<file path="src/rtl/rt_mem_rb_pkg.sv">
// Shared types for the port-B sequential readback engine.
// The FIFO entry layout pairs each returned word with its byte address.
package rt_mem_rb_pkg;

  localparam int unsigned WORD_BYTES = 4;
  localparam int unsigned RB_ADDR_W  = 22;
  localparam int unsigned RB_DATA_W  = 32;

  typedef enum logic [2:0] {
    ST_IDLE,
    ST_REQ,
    ST_WAIT,
    ST_GAP,
    ST_FLUSH
  } rb_state_e;

  typedef struct packed {
    logic [RB_ADDR_W-1:0] addr;
    logic [RB_DATA_W-1:0] data;
  } rb_entry_t;

endpackage

</file>
<file path="src/rtl/rt_mem_rb_fifo.sv">
// Two-entry first-word-fall-through FIFO for readback words.
// Push while full is accepted only when a pop happens in the same cycle.
module rt_mem_rb_fifo
  import rt_mem_rb_pkg::*;
(
  input  logic      clk_i,
  input  logic      rst_i,
  input  logic      flush_i,
  input  logic      push_i,
  input  rb_entry_t wdata_i,
  input  logic      pop_i,
  output rb_entry_t rdata_o,
  output logic      full_o,
  output logic      empty_o
);

  rb_entry_t  mem_q [2];
  logic       wr_ptr_q;
  logic       rd_ptr_q;
  logic [1:0] count_q;
  logic       do_push;
  logic       do_pop;

  assign empty_o = (count_q == 2'd0);
  assign full_o  = (count_q == 2'd2);
  assign do_pop  = pop_i && !empty_o;
  assign do_push = push_i && (!full_o || do_pop);

  always_ff @(posedge clk_i) begin
    if (rst_i) begin
      mem_q[0] <= '0;
      mem_q[1] <= '0;
      wr_ptr_q <= 1'b0;
      rd_ptr_q <= 1'b0;
      count_q  <= '0;
    end else if (flush_i) begin
      wr_ptr_q <= 1'b0;
      rd_ptr_q <= 1'b0;
      count_q  <= '0;
    end else begin
      if (do_push) begin
        mem_q[wr_ptr_q] <= wdata_i;
        wr_ptr_q        <= ~wr_ptr_q;
      end
      if (do_pop) begin
        rd_ptr_q <= ~rd_ptr_q;
      end
      case ({do_push, do_pop})
        2'b10:   count_q <= count_q + 2'd1;
        2'b01:   count_q <= count_q - 2'd1;
        default: count_q <= count_q;
      endcase
    end
  end

  assign rdata_o = mem_q[rd_ptr_q];

endmodule

</file>
<file path="src/rtl/rt_mem_readback.sv">
// Sequential single-word reader for dp_ram port B; streams {addr, data}
// through a 2-deep FWFT buffer and tolerates variable response latency.
module rt_mem_readback
  import rt_mem_rb_pkg::*;
#(
  parameter int unsigned ADDR_WIDTH     = 22,
  parameter int unsigned DATA_WIDTH     = 32,
  parameter int unsigned CNT_WIDTH      = 21,
  parameter int unsigned TIMEOUT_CYCLES = 1024
) (
  input  logic                  clk_i,
  input  logic                  rst_i,
  input  logic                  start_i,
  input  logic                  abort_i,
  input  logic [ADDR_WIDTH-1:0] base_addr_i,
  input  logic [CNT_WIDTH-1:0]  num_words_i,
  output logic                  busy_o,
  output logic                  done_o,
  output logic                  error_o,
  output logic                  en_b_o,
  output logic                  we_b_o,
  output logic [3:0]            be_b_o,
  output logic [ADDR_WIDTH-1:0] addr_b_o,
  input  logic [DATA_WIDTH-1:0] rdata_b_i,
  input  logic                  rvalid_b_i,
  output logic                  rd_valid_o,
  input  logic                  rd_ready_i,
  output logic [DATA_WIDTH-1:0] rd_data_o,
  output logic [ADDR_WIDTH-1:0] rd_addr_o
);

  localparam int unsigned TMO_W = $clog2(TIMEOUT_CYCLES) + 1;

  rb_state_e             state_q;
  rb_state_e             state_d;
  logic [ADDR_WIDTH-1:0] addr_q;
  logic [CNT_WIDTH-1:0]  remaining_q;
  logic [TMO_W-1:0]      tmo_q;
  logic                  error_q;

  logic      accept;
  logic      push;
  logic      flush;
  logic      timeout;
  logic      tmo_hit;
  logic      fifo_full;
  logic      fifo_empty;
  rb_entry_t push_entry;
  rb_entry_t head;

  logic unused_base_lsbs;
  assign unused_base_lsbs = ^base_addr_i[1:0];

  assign accept  = (state_q == ST_IDLE) && start_i;
  assign tmo_hit = (tmo_q == TMO_W'(TIMEOUT_CYCLES - 1));

  // Abort overrides everything, including a response arriving in the same cycle.
  always_comb begin
    state_d = state_q;
    push    = 1'b0;
    flush   = 1'b0;
    timeout = 1'b0;
    done_o  = 1'b0;
    if (state_q != ST_IDLE && abort_i) begin
      state_d = ST_IDLE;
      flush   = 1'b1;
    end else begin
      case (state_q)
        ST_IDLE: begin
          if (start_i) state_d = (num_words_i == '0) ? ST_FLUSH : ST_REQ;
        end
        ST_REQ: state_d = ST_WAIT;
        ST_WAIT: begin
          if (rvalid_b_i) begin
            push    = 1'b1;
            state_d = ST_GAP;
          end else if (tmo_hit) begin
            timeout = 1'b1;
            flush   = 1'b1;
            state_d = ST_IDLE;
          end
        end
        ST_GAP: begin
          if (remaining_q == '0)  state_d = ST_FLUSH;
          else if (!fifo_full)    state_d = ST_REQ;
        end
        ST_FLUSH: begin
          if (fifo_empty) begin
            done_o  = 1'b1;
            state_d = ST_IDLE;
          end
        end
        default: state_d = ST_IDLE;
      endcase
    end
  end

  always_ff @(posedge clk_i) begin
    if (rst_i) begin
      state_q     <= ST_IDLE;
      addr_q      <= '0;
      remaining_q <= '0;
      tmo_q       <= '0;
      error_q     <= 1'b0;
    end else begin
      state_q <= state_d;
      if (accept) begin
        addr_q      <= {base_addr_i[ADDR_WIDTH-1:2], 2'b00};
        remaining_q <= num_words_i;
        error_q     <= 1'b0;
      end
      if (state_q == ST_REQ)       tmo_q <= '0;
      else if (state_q == ST_WAIT) tmo_q <= tmo_q + 1'b1;
      if (push) begin
        addr_q      <= addr_q + ADDR_WIDTH'(WORD_BYTES);
        remaining_q <= remaining_q - 1'b1;
      end
      if (timeout) error_q <= 1'b1;
    end
  end

  assign push_entry.addr = addr_q;
  assign push_entry.data = rdata_b_i;

  rt_mem_rb_fifo u_fifo (
    .clk_i   (clk_i),
    .rst_i   (rst_i),
    .flush_i (flush),
    .push_i  (push),
    .wdata_i (push_entry),
    .pop_i   (rd_valid_o && rd_ready_i),
    .rdata_o (head),
    .full_o  (fifo_full),
    .empty_o (fifo_empty)
  );

  // busy drops in the same cycle done pulses so the two never overlap.
  assign busy_o     = (state_q != ST_IDLE) && !done_o;
  assign error_o    = error_q;
  assign en_b_o     = (state_q == ST_REQ);
  assign we_b_o     = 1'b0;
  assign be_b_o     = 4'hF;
  assign addr_b_o   = addr_q;
  assign rd_valid_o = !fifo_empty;
  assign rd_data_o  = head.data;
  assign rd_addr_o  = head.addr;

endmodule
</file>
<file path="config.mk">
export PLATFORM = sky130hd
export DESIGN_NAME = rt_mem_readback
export DESIGN_NICKNAME = d
export VERILOG_FILES = /design/src/rtl/rt_mem_rb_pkg.sv /design/src/rtl/rt_mem_rb_fifo.sv /design/src/rtl/rt_mem_readback.sv
export SDC_FILE = /design/constraint.sdc
export NUM_CORES = 1
export LEC_CHECK = 0
export ABC_AREA = 1
export ABC_CLOCK_PERIOD_IN_PS = 4730
export CORE_MARGIN = 2
export CORE_UTILIZATION = 50
export CTS_CLUSTER_SIZE = 30
export DETAILED_ROUTE_END_ITERATION = 10
export PLACE_DENSITY = 0.78
export SLEW_MARGIN = 20
export SYNTH_ARGS = -nofsm -noshare
export SYNTH_HDL_FRONTEND = slang
export SYNTH_SLANG_ARGS = --single-unit
</file>
<file path="constraint.sdc">
create_clock -name clk_i -period 4.73 [get_ports clk_i]
set_input_delay 0.7095 -clock clk_i [delete_from_list [all_inputs] [get_ports clk_i]]
set_output_delay 0.7095 -clock clk_i [all_outputs]
set_load 0.05 [all_outputs]
</file>
After elaboration in Yosys (flattened, before gate mapping)

Memory sizes are Yosys's and may differ from the RTL's. A register that Yosys moved wholly into a read port is not among the register bits.
Index checks and enable logic that the tools add are counted.

Flip-flop bits (word level): 62
Memory bits (writable): 108
Bits of input ports: 81
Output and inout port bits: 86
Logic and storage cells: 88
Memories kept: 1

Memory list:

| name         | words | width | read ports | clocked after Yosys merged registers in | write ports | RTL line             | RTL |
|---|---|---|---|---|---|---|---|
| u_fifo.mem_q | 2     | 54    | 1          | 1                                       | 2           | rt_mem_rb_fifo.sv:17 | `rb_entry_t mem_q [2];` |

Add/subtract/negate cells: 5
Equal/unequal tests: 12
Multiplexer cells: 37
Bitwise gates (word level): 2
Reduce and logical (&&, ||, !) cells: 23

Operators with widths:

| cell                                                   | number |
|---|---|
| two-way mux 54 bit                                     | 1 |
| OR reduction 54 bit                                    | 1 |
| two-way mux 22 bit                                     | 2 |
| zero test 21 bit                                       | 2 |
| two-way mux 21 bit                                     | 2 |
| two-way mux 1 bit                                      | 23 |
| adder 22 x 3 -> 22 bit (second input constant)         | 1 |
| two-way mux 3 bit                                      | 7 |
| subtractor 21 x 1 -> 21 bit (second input constant)    | 1 |
| case mux 3 bit (5 select lines)                        | 1 |
| adder 11 x 1 -> 11 bit (second input constant)         | 1 |
| equality test 11 x 10 -> 1 bit (second input constant) | 1 |
| equality test 3 x 2 -> 1 bit (second input constant)   | 2 |
| logical AND 1 bit                                      | 6 |
| != test 3 bit (second input constant)                  | 2 |
| nonzero test 2 bit                                     | 3 |
| OR reduction 2 bit                                     | 3 |
| equality test 2 bit (second input constant)            | 2 |
| case mux 2 bit (2 select lines)                        | 1 |
| AND reduction 4 bit                                    | 1 |
| equality test 3 x 1 -> 1 bit (second input constant)   | 1 |
| equality test 3 bit (second input constant)            | 1 |
| zero test 1 bit                                        | 3 |
| zero test 3 bit                                        | 1 |
| 9 further kinds                                        | 10 |

Logic depth before layout (Yosys ltp)

Gate-level depths: netlist of the first run.

Word-level depth: 12
Gate-level depth with buffers: 11
Mapped depth without buffers: 11

By module

From an unflattened synthesis of the first run, not the netlist that was laid out.

Cells, all modules: 982
Area total of the unflattened synthesis: 8829.7 µm²

Modules (own cells, without submodules):

| module          | times used | cells an instance | area an instance (µm²) | sequential area each (µm²) |
|---|---|---|---|---|
| rt_mem_rb_fifo  | 1          | 382               | 5175.0                 | 3343.2 |
| rt_mem_readback | 1          | 600               | 3654.8                 | 1121.1 |

Worst setup path before layout of the first run

OpenSTA, ideal clock, no wires.

Path type: register -> output
From: register u_fifo.count_q[0]
To: output busy_o
Arrival: 2.495 ns
Data required time: 4.021 ns
Setup slack: 1.526 ns
Stages on the path, launching flop included: 5
Buffers on the path: 0
Cell sequence: dfxtp_1 > inv_1 > nand2_1 > nor3_1 > nor2_1

Longest elaborated chain between the ends: 6

RTL lines:

| what                   | RTL line               | RTL |
|---|---|---|
| start, declared        | rt_mem_rb_fifo.sv:20   | `logic [1:0] count_q;` |
| start signal, assigned | rt_mem_rb_fifo.sv:49   | `2'b10: count_q <= count_q + 2'd1;` |
| start signal, assigned | rt_mem_rb_fifo.sv:50   | `2'b01: count_q <= count_q - 2'd1;` |
| start signal, assigned | rt_mem_rb_fifo.sv:51   | `default: count_q <= count_q;` |
| zero test 2 bit        | rt_mem_rb_fifo.sv:24   | `assign empty_o = (count_q == 2'd0);` |
| two-way mux 1 bit      | rt_mem_readback.sv:88  | `if (fifo_empty) begin` |
| two-way mux 1 bit      | rt_mem_readback.sv:68  | `case (state_q)` |
| two-way mux 1 bit      | rt_mem_readback.sv:64  | `if (state_q != ST_IDLE && abort_i) begin` |
| named net done_o       | rt_mem_readback.sv:18  | `output logic done_o,` |
| zero test 1 bit        | rt_mem_readback.sv:138 | `assign busy_o = (state_q != ST_IDLE) && !done_o;` |
| logical AND 1 bit      | rt_mem_readback.sv:138 |  |
| end, declared          | rt_mem_readback.sv:17  | `output logic busy_o,` |

The timed path passes the listed nets, and every way through them passes these cells.

==> impl_metrics.ini, run 1 <==
[run_status]
status = completed

[sta]
maxSlewHeadroom_pct = 41.7
clock_skew_ns = 0.0137
fmax_mhz = 288
maxSlewViolCount = 0
min_period_ns = 3.48
rsz0062_at_grt = false
hold_viol = 0
final.setup.worst_slack_ns = 1.25
setup_viol = 0
fin_crit_sh_pct = 73.5
tns_ns = 0
worst_pin_slew_ns = 0.873

[detailed_routing]
first_pass_iters = 5
detail_route.vias_per_cell = 5.09
first_iter_violations = 481
drc = 0
drt-total-wl_um = 19700
dr_total_vias = 6886
ant_nets = 0
wl_per_cell_um = 14.6

[placed_design]
dp_slack_ns = 1.49
io_buffers = 155
placed_cell_area_um2 = 10000
dpl.hpwl_um = 13700
gp_congestion = 0.908

[cts]
cts_sinks = 165
cts.path.max_buffers = 2
htree_levels = 4
cts_tree = built
postCtsSetupRepairBufs = 0
cts_inserted_buffers = 17
cts-resized-gates = 0
root_buffer = clkbuf_16
clk_pin_slew_ns = 0.06
clk_latency_ns = 0.44
postCtsHoldBufs = 0

[global_routing]
globalRouteOverflowTotal = 0
grt_pass1_vias = 6439
antenna_found_initial = 1
grt_max_degree = 54
grt_pass1_wl_um = 31500
grtUsageTotal_pct = 22.4

[power]
p_clk_share_pct = 26.6
leakagePower_uw = 0.00417
p_int_uw = 3130
seqPwrFrac_pct = 35.9
p_per_area_nw_per_um2 = 494
switching_power_uw = 2110
pwr-share-comb_pct = 37.5
switching_share_pct = 40.2
p_total_uw = 5240
vdd_drop_max_mv = 0.399

[finish]
layout.nets = 1206
final_cell_area_um2 = 10600
antenna_cells = 0
final_common_cell = nor2_1
multi_input_area_um2 = 3340
seqCellArea_um2 = 4350
layout_common_cells = nor2_1, nand2_1, clkdlybuf4s50_1, inv_1, edfxtp_1
drive_gt1_share_pct = 10.6
n_fill_cell = 1362
area_growth_pct = 26.5

[logic_synthesis]
yosys.area_share.adder_pct = 0.745
synth_top_family_by_area = simple AND/OR/NAND/NOR gates
synth_warnings = 0
synthMuxAreaShare_pct = 6.97
synth-xor-area-share_pct = 1.25
synth_cells = 974
ys_ff_latch = 165
async_reset_ff_share_pct = 0
ys_seq_area_share_pct = 51.7
syn_avg_cell_area_um2 = 8.62
synth_compound_area_share_pct = 6.02
synth_edf_count = 104
syn_area_um2 = 8400
synth-simple-area-share_pct = 24.3
synth_flop_cell = edfxtp_1
yosysUniqueCellTypes = 33

[floorplan]
die_h_um = 134
rows = 47
dieArea_um2 = 17800
io_pins = 167
initial_core_util_pct = 50.8
coreArea_um2 = 16500
fp.dieW_um = 134

[worst_setup_path]
cp.arrival_ns = 2.77
path_class = reg2out
worstPathRequired_ns = 4.02
cpPeakStageDelay_ns = 0.78
critPathSlowestCell = dfxtp_2
path_cells = buf_4, mux2_2, clkdlybuf4s50_1
worst_setup_path_end_kind = output port
critPathBufInv = 2
crit_fanout = 29
critPathTopFamily = buffers and inverters
start_kind = register

[flow_run]
drv_cap = 0

[hold_path]
hold_class = reg2reg
## sequential cells by signal (all words and copies together) (netlist names), named ones only
register         flops
state_q              3
remaining_q         21
error_o              1
u_fifo.wr_ptr_q      1
u_fifo.mem_q       104
u_fifo.rd_ptr_q      1
u_fifo.count_q       2
tmo_q               11
addr_b_o            20
## metrics by stage
| stage | hold slack [ns] | util [%] | std cells |
|---|---|---|---|
| 4_1_cts | 0.483 | 64.3 | 1352 |
| 3_5_place_dp | 0.469 | 60.7 | 1321 |
| 2_1_floorplan | 0.450 | - | 981 |
| 3_3_place_gp | 0.465 | 60.7 | 1321 |
| 5_1_grt | 0.490 | 64.3 | 1352 |
| 6_report | 0.475 | 64.3 | 1352 |
## synth_stat cells (10+ instances only)
library cell	instances	area, um2
nor2_1	202	758
nand2_1	178	668
inv_1	114	428
edfxtp_1	104	3120
nand3_1	62	310
dfxtp_1	61	1220
mux2_2	52	586
a21oi_1	41	205
o21ai_0	25	125
nor3_1	15	75.1
buf_2	13	65.1
buf_6	12	135
nor2_2	11	68.8
a31oi_1	10	62.6
clkbuf_1	10	37.5
xor2_1	10	87.6
## path summary, 6_finish.rpt
kind | startpoint | end | slack [ns] | cells past startpoint
min reg2reg | tmo_q[10] | tmo_q[10] | 0.47 | 2
max reg2reg | state_q[1] | u_fifo.mem_q[1][0] | 2.24 | 8
min | tmo_q[10] | tmo_q[10] | 0.47 | 2
max | register | rd_addr_o[10] | 1.25 | 3
## power by group through the flow
stage                     Sequential (uW)  Combinational [uW]  Clock [uW]
after CTS                            1880                1960        1410
final                                1880                1960        1390
after global routing                 1910                2160        1470
after detailed placement             1910                1950           0
after floorplan                      2020                1280           0
after global placement               1900                1930           0
## cells by family (layout without fill, tap and decap cells)
group,Yosys count,count (layout)
mux,52,52
xor+xnor,12,12
simple gates,485,485
compound gates,91,91
buf+inv,162,313
flops,165,165
fa+ha+maj,5,5
other cells,2,9
## routing by layer
| layer | GRT usage (%) | share of wire (%) | up-vias |
|---|---|---|---|
| met5 | 0 | 0.066 | - |
| met4 | 8.16 | 2.0 | 2 |
| met3 | 4.38 | 6.6 | 28 |
| met2 | 37.6 | 48 | 231 |
| met1 | 28.9 | 43 | 3185 |
| li1 | - | - | 3440 |
## layout make-up
class / count / share of cell area (%)
Timing Repair Buffer: 164 / 15.4
Multi-Input combinational cell: 654 / 31.4
Clock buffer: 17 / 4.01
Clock inverter: 14 / 1.55
Tap cell: 220 / 2.59
Inverter: 118 / 4.17
Sequential cell: 165 / 40.9
## tightest hold or removal path, stage by stage, from the launching register on
cell	delay [ns]
dfxtp_1	0.31
o21ai_0	0.06
a21oi_1	0.06
(Power assumes the default switching activity.)
==> run 2: changes to the inputs <==
Settings changed: ABC_CLOCK_PERIOD_IN_PS 4730 to 2950, CORE_UTILIZATION 50 to 47, PLACE_DENSITY 0.78 to 0.77.
Clock period 4.73 ns to 2.95 ns, I/O delays scaled along.
==> run 2 against run 1 <==
Net effect:
- largest cell class unchanged
- non-clock buffer count increased by 5
- critical endpoint is now rd_data_o[12]
- wire length increased by 2.5%
- clock power increased by 54%
- sequential cell count unchanged
- power increased by 60%
- via count decreased by 0.12%
==> impl_metrics.ini, run 2 (same netlist as run 1, synthesis figures left out) <==
[placed_design]
io_buffers = 155
dp_slack_ns = 0.382
gp_congestion = 0.905
dpl.hpwl_um = 14000

[power]
p_int_uw = 5010
switching_power_uw = 3360
switching_share_pct = 40.2
vdd_drop_max_mv = 0.480
p_per_area_nw_per_um2 = 782
pwr-share-comb_pct = 38.3
leakagePower_uw = 0.00420
p_clk_share_pct = 25.6
seqPwrFrac_pct = 36.1
p_total_uw = 8370

[sta]
maxSlewViolCount = 0
fin_crit_sh_pct = 93.0
clock_skew_ns = 0.0116
tns_ns = 0
min_period_ns = 2.74
setup_viol = 0
worst_pin_slew_ns = 0.677
rsz0062_at_grt = false
fmax_mhz = 365
maxSlewHeadroom_pct = 54.8
hold_viol = 0
final.setup.worst_slack_ns = 0.208

[global_routing]
grt.met1_usage_pct = 26.9
antenna_found_initial = 0
grt_max_degree = 54
grt_pass1_vias = 6575
grtUsageTotal_pct = 21.6
met3_usage_pct = 4.16
globalRouteOverflowTotal = 0
grt_pass1_wl_um = 31700
gr-usage-met2_pct = 37.3
busiest_layer = met2

[floorplan]
fp.dieW_um = 138
dieArea_um2 = 19000
die_h_um = 138
io_pins = 167
coreArea_um2 = 17400
initial_core_util_pct = 48.4
rows = 48

[worst_setup_path]
r2r-start = state_q[1]
r2r_setup_slack_ns = 0.84
cpPeakStageDelay_ns = 0.72
path_class = reg2out
crit_fanout = 25
rr_worst_depth = 8
worst_setup_path_end_kind = output port
worstPathRequired_ns = 2.51
start_kind = register
path_cells = buf_12, mux2_2, clkdlybuf4s50_1
timing.rr.end = u_fifo.mem_q[1][12]
cp.arrival_ns = 2.30
critPathSlowestCell = clkdlybuf4s50_1
crit_end = rd_data_o[12]

[detailed_routing]
dr_total_vias = 6878
first_pass_iters = 5
detail_route.vias_per_cell = 5.05
first_iter_violations = 497
drt-total-wl_um = 20200
ant_nets = 0
drc = 0
wl_per_cell_um = 14.8

[finish]
drive_gt1_share_pct = 11.1
final_common_cell = nor2_1
largest_reg_flops = 104
layout.nets = 1211
area_growth_pct = 27.4
top_register = u_fifo.mem_q
layout_common_cells = nor2_1, nand2_1, clkdlybuf4s50_1, inv_1, edfxtp_1
fin_util_pct = 61.7
antenna_cells = 0

[cts]
cts_tree = built
cts-resized-gates = 0
postCtsSetupRepairBufs = 0
clk_latency_ns = 0.42
root_buffer = clkbuf_16
clk_pin_slew_ns = 0.07
cts.path.max_buffers = 2
postCtsHoldBufs = 0
cts_sinks = 165
cts_inserted_buffers = 17
htree_levels = 4

[flow_run]
drv_cap = 0

[run_status]
status = completed

[hold_path]
hold_class = reg2reg
[run 2: cell types whose count changed in the layout (fill, tap and decap cells not counted), moves of 2 or more]
cell      before  now
buf_12         1    6
inv_8          3    0
clkbuf_1       0    2
clkinv_4       1    3
[run 2: through the flow]
step                area (um2)  instances  hold slack (ns)
CTS                      10700       1363            0.485
global route             10700       1363            0.506
floorplan                 8420        981            0.450
global placement         10100       1331            0.462
finish                   10700       1363            0.484
detailed placement       10100       1331            0.475
[run 2: area by class of cell]
class                      count  area [um2]
clock inverter                12         120
timing repair buffer         169        1730
multi-input combinational    654        3340
clock buffer                  20         447
sequential                   165        4350
fill                        1528        6660
inverter                     118         443
tap                          225         282
[run 2: worst min path at each step]
stage	startpoint	endpoint	slack (ns)	cells past startpoint
after global placement	remaining_q[0]	remaining_q[0]	0.46	2
after global routing	tmo_q[8]	tmo_q[8]	0.51	2
final	tmo_q[8]	tmo_q[8]	0.48	2
after detailed placement	tmo_q[8]	tmo_q[8]	0.48	2
after floorplan	tmo_q[10]	tmo_q[10]	0.45	2
after CTS	tmo_q[8]	tmo_q[8]	0.49	2
[run 2: routing by layer]
layer / part of all wire, % / wire length, um
met1: 42 / 8530
met2: 48 / 9750
met3: 7.5 / 1520
met4: 1.9 / 376
met5: 0 / 0
[run 2: power groups by stage]
| stage | Combinational [uW] | Clock, uW | Sequential, uW |
|---|---|---|---|
| 2_1_floorplan | 2050 | 0 | 3240 |
| 3_3_place_gp | 3150 | 0 | 3050 |
| 3_5_place_dp | 3180 | 0 | 3060 |
| 4_1_cts | 3200 | 2180 | 3010 |
| 5_1_grt | 3520 | 2280 | 3060 |
| 6_report | 3210 | 2140 | 3020 |
[run 2: worst max-delay path, delay by kind of cell (launching register included)]
family   cells  cell delay (ns)
buf+inv      2             0.96
flops        1             0.55
mux          1             0.37
==> run 3: changes to the inputs <==
Settings changed: CORE_UTILIZATION 47 to 49, CTS_BUF_LIST from default to sky130_fd_sc_hd__clkbuf_8, PLACE_DENSITY 0.77 to 0.79, SKIP_LAST_GASP from default to 1.
==> run 3 against run 2 <==
Net effect:
- core utilization up 2.0 points
- die area down 4.0%
- largest cell class unchanged
- wire length down 2.0%
- global-route usage up 1.1 points
- maximum frequency down 4.0%
- cell count down 0.29%
- clock skew down 0.00072 ns
- via count up 0.28%
==> impl_metrics.ini, run 3 (same netlist as run 1, synthesis figures left out) <==
[detailed_routing]
detail_route.vias_per_cell = 5.08
first_pass_iters = 5
wl_per_cell_um = 14.5
first_iter_violations = 523
drc = 0
dr_total_vias = 6897
drt-total-wl_um = 19800
ant_nets = 0

[cts]
postCtsHoldBufs = 0
postCtsSetupRepairBufs = 0
htree_levels = 4
cts-resized-gates = 0
clk_latency_ns = 0.45
cts_inserted_buffers = 17
clk_pin_slew_ns = 0.08
root_buffer = clkbuf_8
cts.path.max_buffers = 2
cts_tree = built
cts_sinks = 165

[worst_setup_path]
crit_fanout = 23
path_class = reg2out
r2r-start = state_q[1]
worst_setup_path_end_kind = output port
cpPeakStageDelay_ns = 0.74
critPathTopFamily = buffers and inverters
path_cells = buf_12, mux2_2, clkdlybuf4s50_1
critPathSlowestCell = clkdlybuf4s50_1
critPathBufInv = 2
worstPathRequired_ns = 2.51
start_kind = register
cp.arrival_ns = 2.41
r2r_setup_slack_ns = 0.88

[sta]
setup_viol = 0
fmax_mhz = 350
whs_ns = 0.491
hold_viol = 0
worst_pin_slew_ns = 0.651
clock_skew_ns = 0.0108
min_period_ns = 2.86
fin_crit_sh_pct = 96.8
tns_ns = 0
rsz0062_at_grt = false
maxSlewHeadroom_pct = 56.6
maxSlewViolCount = 0

[finish]
layout.nets = 1212
drive_gt1_share_pct = 11.1
area_growth_pct = 26.2
largest_reg_flops = 104
multi_input_area_um2 = 3340
antenna_cells = 0
seqCellArea_um2 = 4350
final_common_cell = nor2_1
layout_common_cells = nor2_1, nand2_1, clkdlybuf4s50_1, inv_1, edfxtp_1
top_register = u_fifo.mem_q
n_fill_cell = 1462
final_cells = 1359

[power]
switching_share_pct = 40.4
leakagePower_uw = 0.00416
p_per_area_nw_per_um2 = 764
vdd_drop_max_mv = 0.456
p_int_uw = 4820
p_total_uw = 8090
p_clk_share_pct = 23.0
switching_power_uw = 3270
seqPwrFrac_pct = 37.1
pwr-share-comb_pct = 39.8

[global_routing]
grt_pass1_wl_um = 32400
grt_max_degree = 54
globalRouteOverflowTotal = 0
grtUsageTotal_pct = 22.7
grt_pass1_vias = 6695
antenna_found_initial = 1

[floorplan]
dieArea_um2 = 18200
die_h_um = 135
rows = 47
coreArea_um2 = 16600
fp.dieW_um = 135
initial_core_util_pct = 50.5
io_pins = 167

[flow_run]
drv_cap = 0

[placed_design]
dpl.hpwl_um = 13800
io_buffers = 155
gp_congestion = 0.896
dp_cells = 1327

[hold_path]
holdCritStartpoint = tmo_q[10]
hold_class = reg2reg

[run_status]
status = completed
==> run 3: changes by cell type in the layout (fill, tap and decap cells not counted), moves of 2 or more <==
cell       change
inv_8          +2
clkinv_4       -2
clkbuf_1       -2
inv_6          -2
bufinv_16      +4
clkbuf_16     -17
clkbuf_8      +16
clkinv_1       +2
==> run 3: metal layers <==
metal	share of wire, %	track usage, %
met4	1.5	7.49
met3	6.6	3.87
met2	50	39.0
met1	41	29.1
met5	0.066	0
==> run 3: layout make-up <==
type / count / area share [%]
timing repair buffer: 170 / 16.4
clock inverter: 15 / 2.14
inverter: 118 / 4.18
tap: 220 / 2.60
clock buffer: 17 / 2.21
sequential: 165 / 41.0
multi-input combinational: 654 / 31.5
==> run 3: power groups by stage <==
stage	Combinational (uW)	Clock, uW	Sequential [uW]
after detailed placement	3210	0	3050
after global placement	3170	0	3040
final	3220	1870	3010
after CTS	3230	1900	3000
after floorplan	2050	0	3240
after global routing	3550	1990	3050
==> run 3: stage by stage <==
stage | utilization [%] | worst slack, ns | area, um2
2_1_floorplan | - | 0.0127 | 8420
3_3_place_gp | 60.9 | 0.445 | 10100
3_5_place_dp | 60.9 | 0.459 | 10100
4_1_cts | 63.7 | 0.0620 | 10600
5_1_grt | 63.7 | 0.0115 | 10600
6_report | 63.7 | 0.0941 | 10600
==> run 3: final timing paths <==
path / cells past startpoint / end
max: 3 / rd_data_o[31]
min: 2 / tmo_q[10]
min reg2reg: 2 / tmo_q[10]
max reg2reg: 11 / addr_b_o[16]
==> run 3: tightest hold or removal path: stages, from the launching register on <==
cell and delay [ns]:
dfxtp_1 0.32, o21ai_0 0.07, a21oi_1 0.06
